## src/rtl/xvec2_vscale_vec_lsu_pkg.sv

```systemverilog
// Shared widths, FSM encoding, latched-request payload and lane-offset helper
// for the xvec2 vector load/store sequencer.
package xvec2_vscale_vec_lsu_pkg;

  localparam int unsigned XPR_LEN            = 32;
  localparam int unsigned VEC_SIZE           = 4;
  localparam int unsigned VEC_XPR_LEN        = VEC_SIZE * XPR_LEN;
  localparam int unsigned VEC_ADDR_WIDTH     = 3;
  localparam int unsigned VEC_LANE_IDX_WIDTH = 2;

  localparam logic [1:0] XVEC2_LSU_IDLE = 2'd0;
  localparam logic [1:0] XVEC2_LSU_ADDR = 2'd1;
  localparam logic [1:0] XVEC2_LSU_DATA = 2'd2;
  localparam logic [1:0] XVEC2_LSU_WB   = 2'd3;

  typedef struct packed {
    logic                      store;
    logic [XPR_LEN-1:0]        stride;
    logic [VEC_ADDR_WIDTH-1:0] vd;
    logic [VEC_SIZE-1:0]       mask;
    logic [VEC_XPR_LEN-1:0]    wdata;
  } lsu_req_t;

  // n*stride for a 2-bit lane distance, built from shift/add only
  function automatic logic [XPR_LEN-1:0] lane_offset(input logic [XPR_LEN-1:0] stride,
                                                     input logic [VEC_LANE_IDX_WIDTH-1:0] n);
    logic [XPR_LEN-1:0] one;
    logic [XPR_LEN-1:0] two;
    one = n[0] ? stride : '0;
    two = n[1] ? {stride[XPR_LEN-2:0], 1'b0} : '0;
    return one + two;
  endfunction

endpackage

```

## src/rtl/xvec2_vscale_vec_lsu_lane_sel.sv

```systemverilog
// Finds the lowest set mask bit strictly above cur (or at/above 0 when first).
module xvec2_vscale_lane_sel
  import xvec2_vscale_vec_lsu_pkg::*;
(
  input  logic [VEC_SIZE-1:0]           mask,
  input  logic [VEC_LANE_IDX_WIDTH-1:0] cur,
  input  logic                          first,
  output logic                          found,
  output logic [VEC_LANE_IDX_WIDTH-1:0] idx
);

  // Descending scan so the lowest qualifying lane wins
  always_comb begin
    found = 1'b0;
    idx   = '0;
    for (int i = int'(VEC_SIZE) - 1; i >= 0; i--) begin
      if (mask[i] && (first || (i > int'(cur)))) begin
        found = 1'b1;
        idx   = VEC_LANE_IDX_WIDTH'(i);
      end
    end
  end

endmodule

```

## src/rtl/xvec2_vscale_vec_lsu.sv

```systemverilog
// Strided vector load/store sequencer: one scalar dmem access per active lane,
// single-cycle vector register write-back for loads.
module xvec2_vscale_vec_lsu
  import xvec2_vscale_vec_lsu_pkg::*;
(
  input  logic                      clk,
  input  logic                      reset,
  input  logic                      req_valid,
  output logic                      req_ready,
  input  logic                      req_store,
  input  logic [XPR_LEN-1:0]        req_base,
  input  logic [XPR_LEN-1:0]        req_stride,
  input  logic [VEC_ADDR_WIDTH-1:0] req_vd,
  input  logic [VEC_SIZE-1:0]       req_mask,
  input  logic [VEC_XPR_LEN-1:0]    req_wdata,
  output logic                      dmem_en,
  output logic                      dmem_wen,
  output logic [XPR_LEN-1:0]        dmem_addr,
  output logic [XPR_LEN-1:0]        dmem_wdata,
  input  logic [XPR_LEN-1:0]        dmem_rdata,
  input  logic                      dmem_wait,
  output logic                      vf_wen,
  output logic [VEC_ADDR_WIDTH-1:0] vf_wa,
  output logic [VEC_SIZE-1:0]       vf_wmask,
  output logic [VEC_XPR_LEN-1:0]    vf_wd,
  output logic                      busy,
  output logic                      done
);

  logic [1:0]                    state_q, state_d;
  logic [VEC_LANE_IDX_WIDTH-1:0] lane_q, sel_idx;
  logic [XPR_LEN-1:0]            acc_q;
  lsu_req_t                      req_q, req_in, req_cur;
  logic [VEC_SIZE-1:0]           sel_mask;
  logic                          sel_first, sel_found, accept, data_done;

  assign req_in    = '{store: req_store, stride: req_stride, vd: req_vd,
                       mask: req_mask, wdata: req_wdata};
  assign accept    = (state_q == XVEC2_LSU_IDLE) && req_valid;
  assign req_cur   = accept ? req_in : req_q;
  assign data_done = (state_q == XVEC2_LSU_DATA) && !dmem_wait;

  // In IDLE search the incoming mask from lane 0; otherwise search above lane_q
  assign sel_first = (state_q == XVEC2_LSU_IDLE);
  assign sel_mask  = sel_first ? req_mask : req_q.mask;

  xvec2_vscale_lane_sel u_lane_sel (
    .mask  (sel_mask),
    .cur   (lane_q),
    .first (sel_first),
    .found (sel_found),
    .idx   (sel_idx)
  );

  always_comb begin
    state_d = state_q;
    case (state_q)
      XVEC2_LSU_IDLE: if (req_valid) state_d = sel_found ? XVEC2_LSU_ADDR : XVEC2_LSU_WB;
      XVEC2_LSU_ADDR: if (!dmem_wait) state_d = XVEC2_LSU_DATA;
      XVEC2_LSU_DATA: if (!dmem_wait) state_d = sel_found ? XVEC2_LSU_ADDR : XVEC2_LSU_WB;
      default:        state_d = XVEC2_LSU_IDLE;
    endcase
  end

  assign req_ready  = (state_q == XVEC2_LSU_IDLE);
  assign dmem_en    = (state_q == XVEC2_LSU_ADDR);
  assign dmem_wen   = dmem_en && req_q.store;
  assign dmem_addr  = {acc_q[XPR_LEN-1:2], 2'b00};
  assign dmem_wdata = req_q.wdata[{lane_q, 5'b0} +: XPR_LEN];

  always_ff @(posedge clk or posedge reset) begin
    if (reset) begin
      state_q  <= XVEC2_LSU_IDLE;
      lane_q   <= '0;
      acc_q    <= '0;
      req_q    <= '0;
      vf_wd    <= '0;
      vf_wen   <= 1'b0;
      vf_wa    <= '0;
      vf_wmask <= '0;
      busy     <= 1'b0;
      done     <= 1'b0;
    end else begin
      state_q <= state_d;
      if (accept) begin
        req_q  <= req_in;
        vf_wd  <= '0;
        lane_q <= sel_idx;
        acc_q  <= req_base + lane_offset(req_stride, sel_idx);
      end else if (data_done) begin
        if (!req_q.store) vf_wd[{lane_q, 5'b0} +: XPR_LEN] <= dmem_rdata;
        // Skipped lanes still advance the address by one stride each
        if (sel_found) begin
          lane_q <= sel_idx;
          acc_q  <= acc_q + lane_offset(req_q.stride, sel_idx - lane_q);
        end
      end
      done     <= (state_d == XVEC2_LSU_WB);
      vf_wen   <= (state_d == XVEC2_LSU_WB) && !req_cur.store && (|req_cur.mask) && (|req_cur.vd);
      vf_wa    <= (state_d == XVEC2_LSU_WB) ? req_cur.vd : '0;
      vf_wmask <= (state_d == XVEC2_LSU_WB) ? req_cur.mask : '0;
      busy     <= (state_d != XVEC2_LSU_IDLE);
    end
  end

endmodule

```

## config.mk

```make
export PLATFORM = sky130hd
export DESIGN_NAME = xvec2_vscale_vec_lsu
export DESIGN_NICKNAME = d
export VERILOG_FILES = /design/src/rtl/xvec2_vscale_vec_lsu_pkg.sv /design/src/rtl/xvec2_vscale_vec_lsu_lane_sel.sv /design/src/rtl/xvec2_vscale_vec_lsu.sv
export SDC_FILE = /design/constraint.sdc
export NUM_CORES = 1
export LEC_CHECK = 0
export ABC_AREA = 1
export BUFFER_PORTS_ARGS = -buffer_cell sky130_fd_sc_hd__buf_2
export CAP_MARGIN = 25
export CORE_MARGIN = 8
export CORE_UTILIZATION = 40
export DETAILED_ROUTE_END_ITERATION = 8
export GPL_TIMING_DRIVEN = 0
export PLACE_DENSITY_LB_ADDON = 0.05
export SYNTH_ARGS = -nofsm -noshare
export SYNTH_HDL_FRONTEND = slang
export SYNTH_SLANG_ARGS = --single-unit
```

## constraint.sdc

```tcl
create_clock -name clk -period 11.18 [get_ports clk]
set_clock_uncertainty 0.05 [all_clocks]
set_input_delay 2.236 -clock clk [delete_from_list [all_inputs] [get_ports clk]]
set_output_delay 2.236 -clock clk [all_outputs]
set_load 0.02 [all_outputs]
```

[Word-level counts from Yosys, hierarchy flattened]
Index checks and enable logic that the tools add are counted.
Cells by class
  add/subtract/negate cells: 6
  order comparisons: 3
  equality and inequality tests: 4
  shift operators: 3
  mux-type cells: 31
  reduce and logical (&&, ||, !) cells: 23
Operator list (number)
  $mux 128: 3
  $mux 32: 7
  $mux 168: 1
  $add 32x32->32: 4
  $bwmux 128: 1
  $shift 32x9->128 const A: 1
  $shiftx 128x8->32: 1
  $shiftx 32x9->128: 1
  $mux 2: 11
  $logic_and 1x1->1: 10
  $neg 7->9: 1
  $mux 4: 2
  $pmux 2 s3: 1
  $reduce_bool 2->1: 3
  $eq 2x2->1 const B: 2
  $gt 2x2->1 const A: 2
  $mux 1: 4
  $reduce_and 2->1: 2
  $reduce_or 4->1: 1
  $logic_or 1x1->1: 3
  $mux 3: 1
  $reduce_or 3->1: 1
  $eq 2x1->1 const B: 1
  $gt 1x2->1 const A: 1
  other kinds (4): 5
Word-level totals
  bits in registers: 342
  output and inout port bits: 205
  logic and storage cells: 84

[Logic depth before layout (Yosys ltp)]
Gate-level depths: netlist of the first run.
  word-level depth: 14
  depth in mapped cells: 38
  mapped depth without buffers: 33

[Modules after synthesis]
A second synthesis of the first run with hierarchy kept.
Unflattened totals
  cell total of the unflattened synthesis: 3011
  area total of the unflattened synthesis: 21575.7 um2
Modules (own cells, without submodules)
  xvec2_vscale_vec_lsu: instances 1, cells each 2995, area each 21495.6 um2, sequential area each 8558.2 um2
  xvec2_vscale_lane_sel: instances 1, cells each 16, area each 80.1 um2, sequential area each 0.0 um2

[Worst setup path before layout of the first run]
OpenSTA, ideal clock, no wires.
  path kind: input port to flip-flop
  from: in req_mask[0]
  to: reg acc_q[27]
  data arrival time: 5.821 ns
  required time: 11.013 ns
  setup slack: 5.193 ns
  cell stages on the path: 29
  cells stage by stage: inv_1 nor2_2 inv_1 nand2_2 clkbuf_1 ha_1 xnor2_1 inv_1 nand2_1 nand2_1 inv_1 buf_2 nor2_1 fa_1 ha_1 inv_1 fa_1 inv_1 nand2_1 nand3_1 inv_1 o21ai_0 nand2_1 nand3_1 nand2_1 nand3_1 nand2_1 nand2_1 nand2_1
Between the ends
  word-level cells in the longest chain between the ends: 10
  elaborated cells on any way between the ends: 18
Ends and longest elaborated chain
  start, declared: RTL line xvec2_vscale_vec_lsu.sv:14  | input logic [VEC_SIZE-1:0] req_mask,
  $mux 4 (*): RTL line xvec2_vscale_vec_lsu.sv:45  | assign sel_mask = sel_first ? req_mask : req_q.mask;
  $logic_and 1x1->1 (*): RTL line xvec2_vscale_vec_lsu_lane_sel.sv:17  | if (mask[i] && (first || (i > int'(cur)))) begin
  $mux 2: RTL line xvec2_vscale_vec_lsu_lane_sel.sv:17
  $sub 2x2->2: RTL line xvec2_vscale_vec_lsu.sv:95  | acc_q <= acc_q + lane_offset(req_q.stride, sel_idx - lane_q);
  $mux 32 (on tied branches): RTL line xvec2_vscale_vec_lsu_pkg.sv:29, xvec2_vscale_vec_lsu_pkg.sv:30
  $add 32x32->32: RTL line xvec2_vscale_vec_lsu_pkg.sv:31  | return one + two;
  $add 32x32->32: RTL line xvec2_vscale_vec_lsu.sv:95
  $mux 32: RTL line xvec2_vscale_vec_lsu.sv:93  | if (sel_found) begin
  $mux 32: RTL line xvec2_vscale_vec_lsu.sv:90  | end else if (data_done) begin
  $mux 32: RTL line xvec2_vscale_vec_lsu.sv:85  | if (accept) begin
  end signal, assigned: RTL line xvec2_vscale_vec_lsu.sv:89  | acc_q <= req_base + lane_offset(req_stride, sel_idx);
  end signal, assigned: RTL line xvec2_vscale_vec_lsu.sv:95
  end, declared: RTL line xvec2_vscale_vec_lsu.sv:32  | logic [XPR_LEN-1:0] acc_q;
Mark *: on every way between the ends. The rest lies on a longest branch, timed or not. The select of a mux whose other input is x is not followed.
A chain may end at the register's enable or synchronous reset.

[Worst setup path after layout of the first run]
  from: reg lane_q[0]
  to: reg acc_q[17]
Between the ends
  word-level cells in the longest chain between the ends: 14
  elaborated cells on any way between the ends: 31
Ends and longest elaborated chain
  start, declared: RTL line xvec2_vscale_vec_lsu.sv:31  | logic [VEC_LANE_IDX_WIDTH-1:0] lane_q, sel_idx;
  start signal, assigned: RTL line xvec2_vscale_vec_lsu.sv:88  | lane_q <= sel_idx;
  start signal, assigned: RTL line xvec2_vscale_vec_lsu.sv:94  | lane_q <= sel_idx;
  $gt 2x2->1: RTL line xvec2_vscale_vec_lsu_lane_sel.sv:17
  $logic_or 1x1->1: RTL line xvec2_vscale_vec_lsu_lane_sel.sv:17
  $logic_and 1x1->1: RTL line xvec2_vscale_vec_lsu_lane_sel.sv:17
  $mux 2 (4 in series): RTL line xvec2_vscale_vec_lsu_lane_sel.sv:17
  $sub 2x2->2: RTL line xvec2_vscale_vec_lsu.sv:95
  $mux 32 (on tied branches): RTL line xvec2_vscale_vec_lsu_pkg.sv:29, xvec2_vscale_vec_lsu_pkg.sv:30
  $add 32x32->32: RTL line xvec2_vscale_vec_lsu_pkg.sv:31
  $add 32x32->32: RTL line xvec2_vscale_vec_lsu.sv:95
  $mux 32: RTL line xvec2_vscale_vec_lsu.sv:93
  $mux 32: RTL line xvec2_vscale_vec_lsu.sv:90
  $mux 32: RTL line xvec2_vscale_vec_lsu.sv:85
Several ways; a longest one is shown, not always the timed one. The select of a mux whose other input is x is not followed.

==> results of run 1 <==
-- power groups by stage --
stage          clock network [uW]  logic, uW  registers [uW]
4_1_cts                      1450       6800            2140
3_5_place_dp                    0       6760            2160
2_1_floorplan                   0       4380            2320
5_1_grt                      1490       7560            2210
6_report                     1420       6820            2150
3_3_place_gp                    0       6710            2150
-- critical path: cells and delay by family (launching register included) --
family,cells,cell delay [ns]
buffers and inverters,11,2.64
adders and majority gates,5,1.88
and+or+nand+nor,11,1.00
AOI/OAI and AO/OA,4,0.99
DFF,1,0.43
xor gates and xnor gates,2,0.38
-- cell type report --
class,count,area share
clock inverters,17,0.00713
plain buffers,165,0.0351
repair buffers,447,0.0919
clock buffers,60,0.0492
inverters,307,0.0448
flip-flops and latches,342,0.332
diodes,18,0.00175
multi-input cells,1975,0.405
well taps,688,0.0333
-- metrics by stage --
| step | util | cell area [um^2] | worst slack (ns) | instances |
|---|---|---|---|---|
| final | 0.493 | 25800 | 3.72 | 4019 |
| after global routing | 0.493 | 25800 | 3.18 | 4014 |
| after CTS | 0.492 | 25800 | 3.60 | 4001 |
| after detailed placement | 0.465 | 24300 | 3.64 | 3924 |
| after global placement | 0.461 | 24100 | 1.95 | 3915 |
| after floorplan | - | 21100 | 4.32 | 2789 |
-- per-layer routing --
metal,global-route usage,vias up
met1,0.353,10100
met3,0.0523,127
li1,-,9968
met2,0.434,708
met5,0,-
met4,0.0953,6
-- flip-flops by register name (all words and copies together) (netlist names) --
| register | count |
|---|---|
| done | 1 |
| vf_wen | 1 |
| acc_q | 32 |
| lane_q | 2 |
| vf_wa | 3 |
| busy | 1 |
| state_q | 2 |
| vf_wd | 128 |
| vf_wmask | 4 |
| req_q | 168 |
-- layout by cell type (no fill, tap or decap), drive strengths merged --
cell type    n
clkinvlp     3
a31oi       12
nand3b       7
ha          68
or2         10
nor3        12
bufinv       2
a21o         6
o2bb2ai      1
nor4         3
o31ai        1
a21boi       2
a31o         4
xnor2        4
o21ai      285
o21bai      11
inv        307
nand4      112
o211ai       2
o22ai       33
buf        555
xor2         8
clkinv      12
conb         2
clkbuf     117
diode       18
nand2b       2
nand3      133
fa          62
dfrtp      342
nand2      789
nor2       318
a21oi       82
and2         1
o41ai        1
o21a         4
-- worst paths after layout --
path / from / end / slack [ns]
max: lane_q[0] / acc_q[17] / 3.72
min: req_q[73] / req_q[73] / 0.42
max reg2reg: lane_q[0] / acc_q[17] / 3.72
min reg2reg: req_q[73] / req_q[73] / 0.42
max in group asynchronous: reset / acc_q[30] / 7.83
min in group asynchronous: reset / vf_wd[20] / 1.59
-- cells by family (layout without fill, tap and decap cells) --
group / after synthesis / after routing
and+or+nand+nor: 1387 / 1387
buffers and inverters: 472 / 996
AOI/OAI and AO/OA: 444 / 444
DFF: 342 / 342
adders and majority gates: 130 / 130
xor gates and xnor gates: 12 / 12
other: 1 / 20
==> flow_summary_export.csv, run 1 <==
group,metric,value,unit
power_and_ir_drop,finalPower,10400,uW
synth,netlist_instances,2788,
synth,ys.flop_type,"dfrtp_1",
power_and_ir_drop,power.switching,5570,uW
cts,numCtsBuffers,42,
cts,h-tree-depth,2,
floorplan,core,0.0523,mm^2
floorplan,rows,84,
power_and_ir_drop,power_density,402,mW/mm^2
synth,synth_seq_cells,342,
grt,grt_max_degree,42,
synth,synth.avg_cell_area,7.56,um^2
cts,clock_path_buffers,3,
synth,ys_warn_count,0,
floorplan,die_x,246,um
worst_setup_path,startpoint_type,"flip-flop",
drt,drt_wl_total,82.8,mm
grt,antenna_found_initial,21,
worst_setup_path,crit_top_cell,"nand2_1",
sta,hold_slack,0.423,ns
synth,synth_mux_area_frac,0,
drt,ant_nets,0,
synth,yosys.area.top_type,"dfrtp_1",
worst_hold_path,hold_path.class,"reg2reg",
synth,synth_common_cells,"nand2_1 (778), dfrtp_1 (342), nor2_1 (313)",
placement,io_buffers,438,
synth,synth.top_cells.by_area,"dfrtp_1 (41%), nand2_1 (14%), o21ai_0 (6.2%)",
worst_setup_path,worstPathMaxFanout,11,
drt,num_vias,20900,
power_and_ir_drop,p_leak,0.0139,uW
placement,dp_hpwl,66.4,mm
cts,post_cts_buffers,0,
drt,avgRoutedWirePerCell,20.6,um
sta,rsz0062_at_grt,"no",
grt,grt_pass1_wl,125,mm
sta,slew_headroom,0.449,
power_and_ir_drop,power.share.clock,0.137,
synth,synthArstFlopShare,1.00,
synth,synth_xor_area_frac,0.00499,
synth,synth_fa_ha_area_frac,0.0993,
worst_setup_path,critPathArrivalTime,7.92,ns
synth,yosys.cell_types.count,48,
drt,met1_length,35.6,mm
sta,fin_crit_sh,0.667,
synth,syn_area,0.0211,mm^2
drt,met2_length,39.1,mm
layout,drive_gt1_frac,0.201,
power_and_ir_drop,pwr-share-comb,0.656,
worst_setup_path,criticalPathCategory,"reg2reg",
grt,gr-usage-all-layers,0.267,
synth,yosysSeqAreaShare,0.406,
cts,clk_pin_slew,0.06,ns
worst_setup_path,cp.required,11.64,ns
cts,cts_tree,"yes",
floorplan,fp.dieH,246,um
power_and_ir_drop,sw_frac_of_total,0.536,
layout,multi_input_area,0.0105,mm^2
synth,synth_edf_count,0,
sta,period_minus_slack,7.46,ns
drt,drcViolationCount,0,
layout,syn_to_final_growth,22.5,%
power_and_ir_drop,peakVddDrop,0.142,mV
floorplan,design.die.area,0.0603,mm^2
worst_setup_path,r2r_cells,33,
cts,clockRootBuffer,"clkbuf_16",
drt,firstDrtPassIters,7,
drt,wl_met3,5.70,mm
drt,via_per_inst,5.21,
sta,tightest_slew,0.826,ns
synth,synth_top_area_share,0.406,
floorplan,pin_count,441,
layout,ff_latch_area,0.00856,mm^2
synth,synth_compound_area_frac,0.115,
sta,hold_viol_final,0,
layout,final_nets,3646,
sta,drv_slew,0,
flow_run,max_cap_viol_count,0,
sta,fin_tns_setup,0,ns
placement,routabilityCongestion,0.951,
worst_setup_path,cp_slowest_cell,"clkbuf_1",
sta,setup_viol,0,
cts,cts_hold_buf,0,
sta,clock.fmax,0.134,GHz
worst_hold_path,hold_depth,2,
worst_setup_path,end_kind,"flip-flop",
synth,synth_top_family_by_area,"simple AND/OR/NAND/NOR gates",
layout,fillers,5432,
cts,ctsResizeCount,0,
synth,synthSimpleGateAreaFrac,0.277,
drt,drt_iter0_drc,1574,
worst_setup_path,max_stage_delay,0.64,ns
drt,highest_layer,"met5",
cts,clkLatencyLatePin,0.59,ns
synth,synth.most_common_cell,"nand2_1",
grt,grt_pass1_vias,21100,
grt,grt-ovfl-total,0,
floorplan,start_util,0.403,
power_and_ir_drop,seqPwrFrac,0.207,
power_and_ir_drop,internal_power,4820,uW
status,status,"finished clean",
cts,cts.sinks,342,
No activity file was read; power rests on OpenSTA's default activity.
==> run 2: changes to the inputs <==
--- a/config.mk
+++ b/config.mk
@@ -5,7 +5,7 @@
 export SDC_FILE = /design/constraint.sdc
 export NUM_CORES = 1
 export LEC_CHECK = 0
-export ABC_AREA = 1
+export ABC_AREA = 0
 export BUFFER_PORTS_ARGS = -buffer_cell sky130_fd_sc_hd__buf_2
 export CAP_MARGIN = 25
 export CORE_MARGIN = 8
==> constraint.sdc (replaced) <==
create_clock -name clk -period 7.3 [get_ports clk]
set_clock_uncertainty 0.05 [all_clocks]
set_input_delay 1.46 -clock clk [delete_from_list [all_inputs] [get_ports clk]]
set_output_delay 1.46 -clock clk [all_outputs]
set_load 0.02 [all_outputs]
==> flow_summary_export.csv, run 2 <==
group,metric,value,unit
layout,final_nets,2837,
sta,drv_slew,0,
drt,avgRoutedWirePerCell,21.7,um
drt,ant_nets,0,
layout,multi_input_area,0.00981,mm^2
layout,fillers,4582,
worst_setup_path,r2r_cells,27,
worst_hold_path,min_to,"req_q[107]",
drt,drt_wl_total,67.9,mm
synth,syn_area,0.0192,mm^2
worst_setup_path,end_kind,"flip-flop",
layout,drive_gt1_frac,0.248,
floorplan,rows,80,
sta,hold_viol_final,0,
synth,ys_warn_count,0,
grt,grt-ovfl-total,0,
synth,synth_edf_count,0,
cts,cts.sinks,342,
placement,io_buffers,438,
layout,top_register,"req_q",
sta,clock.fmax,0.145,GHz
layout,syn_to_final_growth,23.5,%
drt,drt_iter0_drc,1008,
flow_run,max_cap_viol_count,0,
grt,antenna_found_initial,10,
worst_setup_path,reg2reg_from,"lane_q[1]",
floorplan,die_x,235,um
cts,post_cts_buffers,0,
cts,clk_pin_slew,0.07,ns
sta,rsz0062_at_grt,"no",
cts,clkLatencyLatePin,0.57,ns
layout,ff_latch_area,0.00856,mm^2
synth,synth.avg_cell_area,9.68,um^2
drt,via_per_inst,5.27,
synth,yosysSeqAreaShare,0.447,
cts,clockRootBuffer,"clkbuf_16",
worst_setup_path,cp.required,7.70,ns
floorplan,pin_count,441,
worst_setup_path,r2r_setup_slack,0.40,ns
sta,fin_tns_setup,0,ns
grt,grt_max_degree,44,
worst_setup_path,r2r-end,"acc_q[31]",
synth,synth.most_common_cell,"nand2_1",
synth,yosys.cell_types.count,72,
floorplan,design.die.area,0.0552,mm^2
drt,firstDrtPassIters,5,
grt,grt_pass1_vias,17200,
synth,synth_common_cells,"nand2_1 (604), dfrtp_1 (342), a22o_1 (97)",
synth,synth_top_area_share,0.447,
grt,grt_pass1_wl,105,mm
layout,largest_reg_flops,168,
placement,dp_hpwl,52.8,mm
sta,setup_viol,0,
sta,slew_headroom,0.320,
worst_setup_path,critPathArrivalTime,7.30,ns
synth,netlist_instances,1980,
status,status,"finished clean",
cts,cts_tree,"yes",
cts,cts_hold_buf,0,
sta,tightest_slew,1.02,ns
layout,layout_commonest_cell,"nand2_1",
synth,yosys.area.top_type,"dfrtp_1",
cts,h-tree-depth,2,
worst_setup_path,startpoint_type,"flip-flop",
cts,numCtsBuffers,39,
synth,synth_seq_cells,342,
worst_setup_path,worstPathMaxFanout,10,
synth,ys.flop_type,"dfrtp_1",
synth,synthArstFlopShare,1.00,
placement,routabilityCongestion,0.885,
worst_hold_path,hold_depth,2,
synth,synth.top_cells.by_area,"dfrtp_1 (45%), nand2_1 (12%), fa_1 (6.5%)",
sta,fin_crit_sh,0.946,
layout,mostFrequentLayoutCells,"nand2_1 (604), buf_2 (454), dfrtp_1 (342)",
layout,design_area,0.0237,mm^2
drt,num_vias,16400,
worst_hold_path,hold_path.class,"reg2reg",
floorplan,start_util,0.403,
drt,drcViolationCount,0,
grt,gr-usage-all-layers,0.242,
worst_setup_path,criticalPathCategory,"reg2reg",
layout,reg_top3,"req_q: 168 flops, vf_wd: 128 flops, acc_q: 32 flops",
sta,period_minus_slack,6.90,ns
cts,clock_path_buffers,3,
floorplan,core,0.0475,mm^2
worst_hold_path,hp-start,"req_q[107]",
floorplan,fp.dieH,235,um
placement,placed_cell_area,0.0223,mm^2
## run 2: cell count changes after synthesis, moves of 38 or more
cell / delta
o21ai_0: -195
inv_1: -270
nand4_1: -106
nor2b_1: +71
and2_1: +66
buf_2: -38
nor2_1: -260
a22o_1: +97
nand3_1: -119
nand2_1: -174
## run 2: cells by family (layout without fill, tap and decap cells)
| logic type | count (synthesis) | in the layout | synth area share |
|---|---|---|---|
| compound gates | 372 | 372 | 0.135 |
| fa+ha+maj | 130 | 130 | 0.109 |
| simple gates | 876 | 876 | 0.202 |
| flops | 342 | 342 | 0.447 |
| mux | 43 | 43 | 0.0433 |
| buf+inv | 171 | 688 | 0.0431 |
| xor+xnor | 45 | 45 | 0.0206 |
| other cells | 1 | 11 | 0.000196 |
## run 2: stage by stage
step / instances / util / hold slack (ns) / setup WS [ns]
3_3_place_gp: 3034 / 0.466 / 0.403 / -1.34
5_1_grt: 3120 / 0.498 / 0.438 / 0.0400
4_1_cts: 3111 / 0.496 / 0.422 / 0.133
6_report: 3122 / 0.498 / 0.421 / 0.398
2_1_floorplan: 1981 / - / 0.388 / 1.01
3_5_place_dp: 3043 / 0.469 / 0.408 / -1.40
## run 2: final cells by class
cell class	instances	share of cell area
inverter	32	0.00523
multi-input combinational	1468	0.414
timing repair buffer	449	0.101
clock inverter	18	0.0101
buffer	139	0.0304
antenna	9	0.000952
sequential	342	0.362
tap	615	0.0325
clock buffer	50	0.0442
## run 2: critical path: stages, from the launching register on
cell	delay, ns
dfrtp_1	0.41
buf_6	0.19
buf_1	0.57
inv_1	0.20
ha_1	0.29
nand2_1	0.09
o21ai_0	0.07
nand2_1	0.09
o31a_4	0.27
clkbuf_4	0.30
ha_1	0.21
xnor2_1	0.10
xnor2_2	0.29
clkbuf_2	0.31
and2_1	0.18
fa_1	0.43
ha_1	0.23
inv_1	0.08
fa_1	0.19
nor2b_1	0.08
o31a_1	0.28
o311a_1	0.36
nor4_1	0.39
o2111ai_1	0.30
a311oi_1	0.35
xnor2_1	0.15
nor2_1	0.05
a221o_1	0.25
## run 2: timing repair
item	4_1_cts	5_1_grt
endpoints found under the setup margin	26	11
cloned	0	0
gates resized for setup	10	11
## run 2: worst max-delay path by stage
stage,from,to,slack [ns],cells after the start
6_report,lane_q[1],acc_q[31],0.40,27
5_1_grt,lane_q[0],acc_q[21],0.04,27
2_1_floorplan,lane_q[0],acc_q[31],1.01,27
3_5_place_dp,lane_q[0],acc_q[31],-1.40,27
3_3_place_gp,lane_q[0],acc_q[31],-1.34,27
4_1_cts,lane_q[0],acc_q[31],0.13,27
## run 2: layer usage
metal,vias to the layer above,global-route usage,part of all wire
li1,7705,-,-
met1,8201,0.330,0.46
met2,453,0.397,0.48
met3,78,0.0357,0.043
met4,4,0.0692,0.021
met5,-,0,0.00046
Power of run 2 is left out: the tool's default activity adds up to more than one toggle a clock period on the data nets, which glitch-free logic cannot reach.
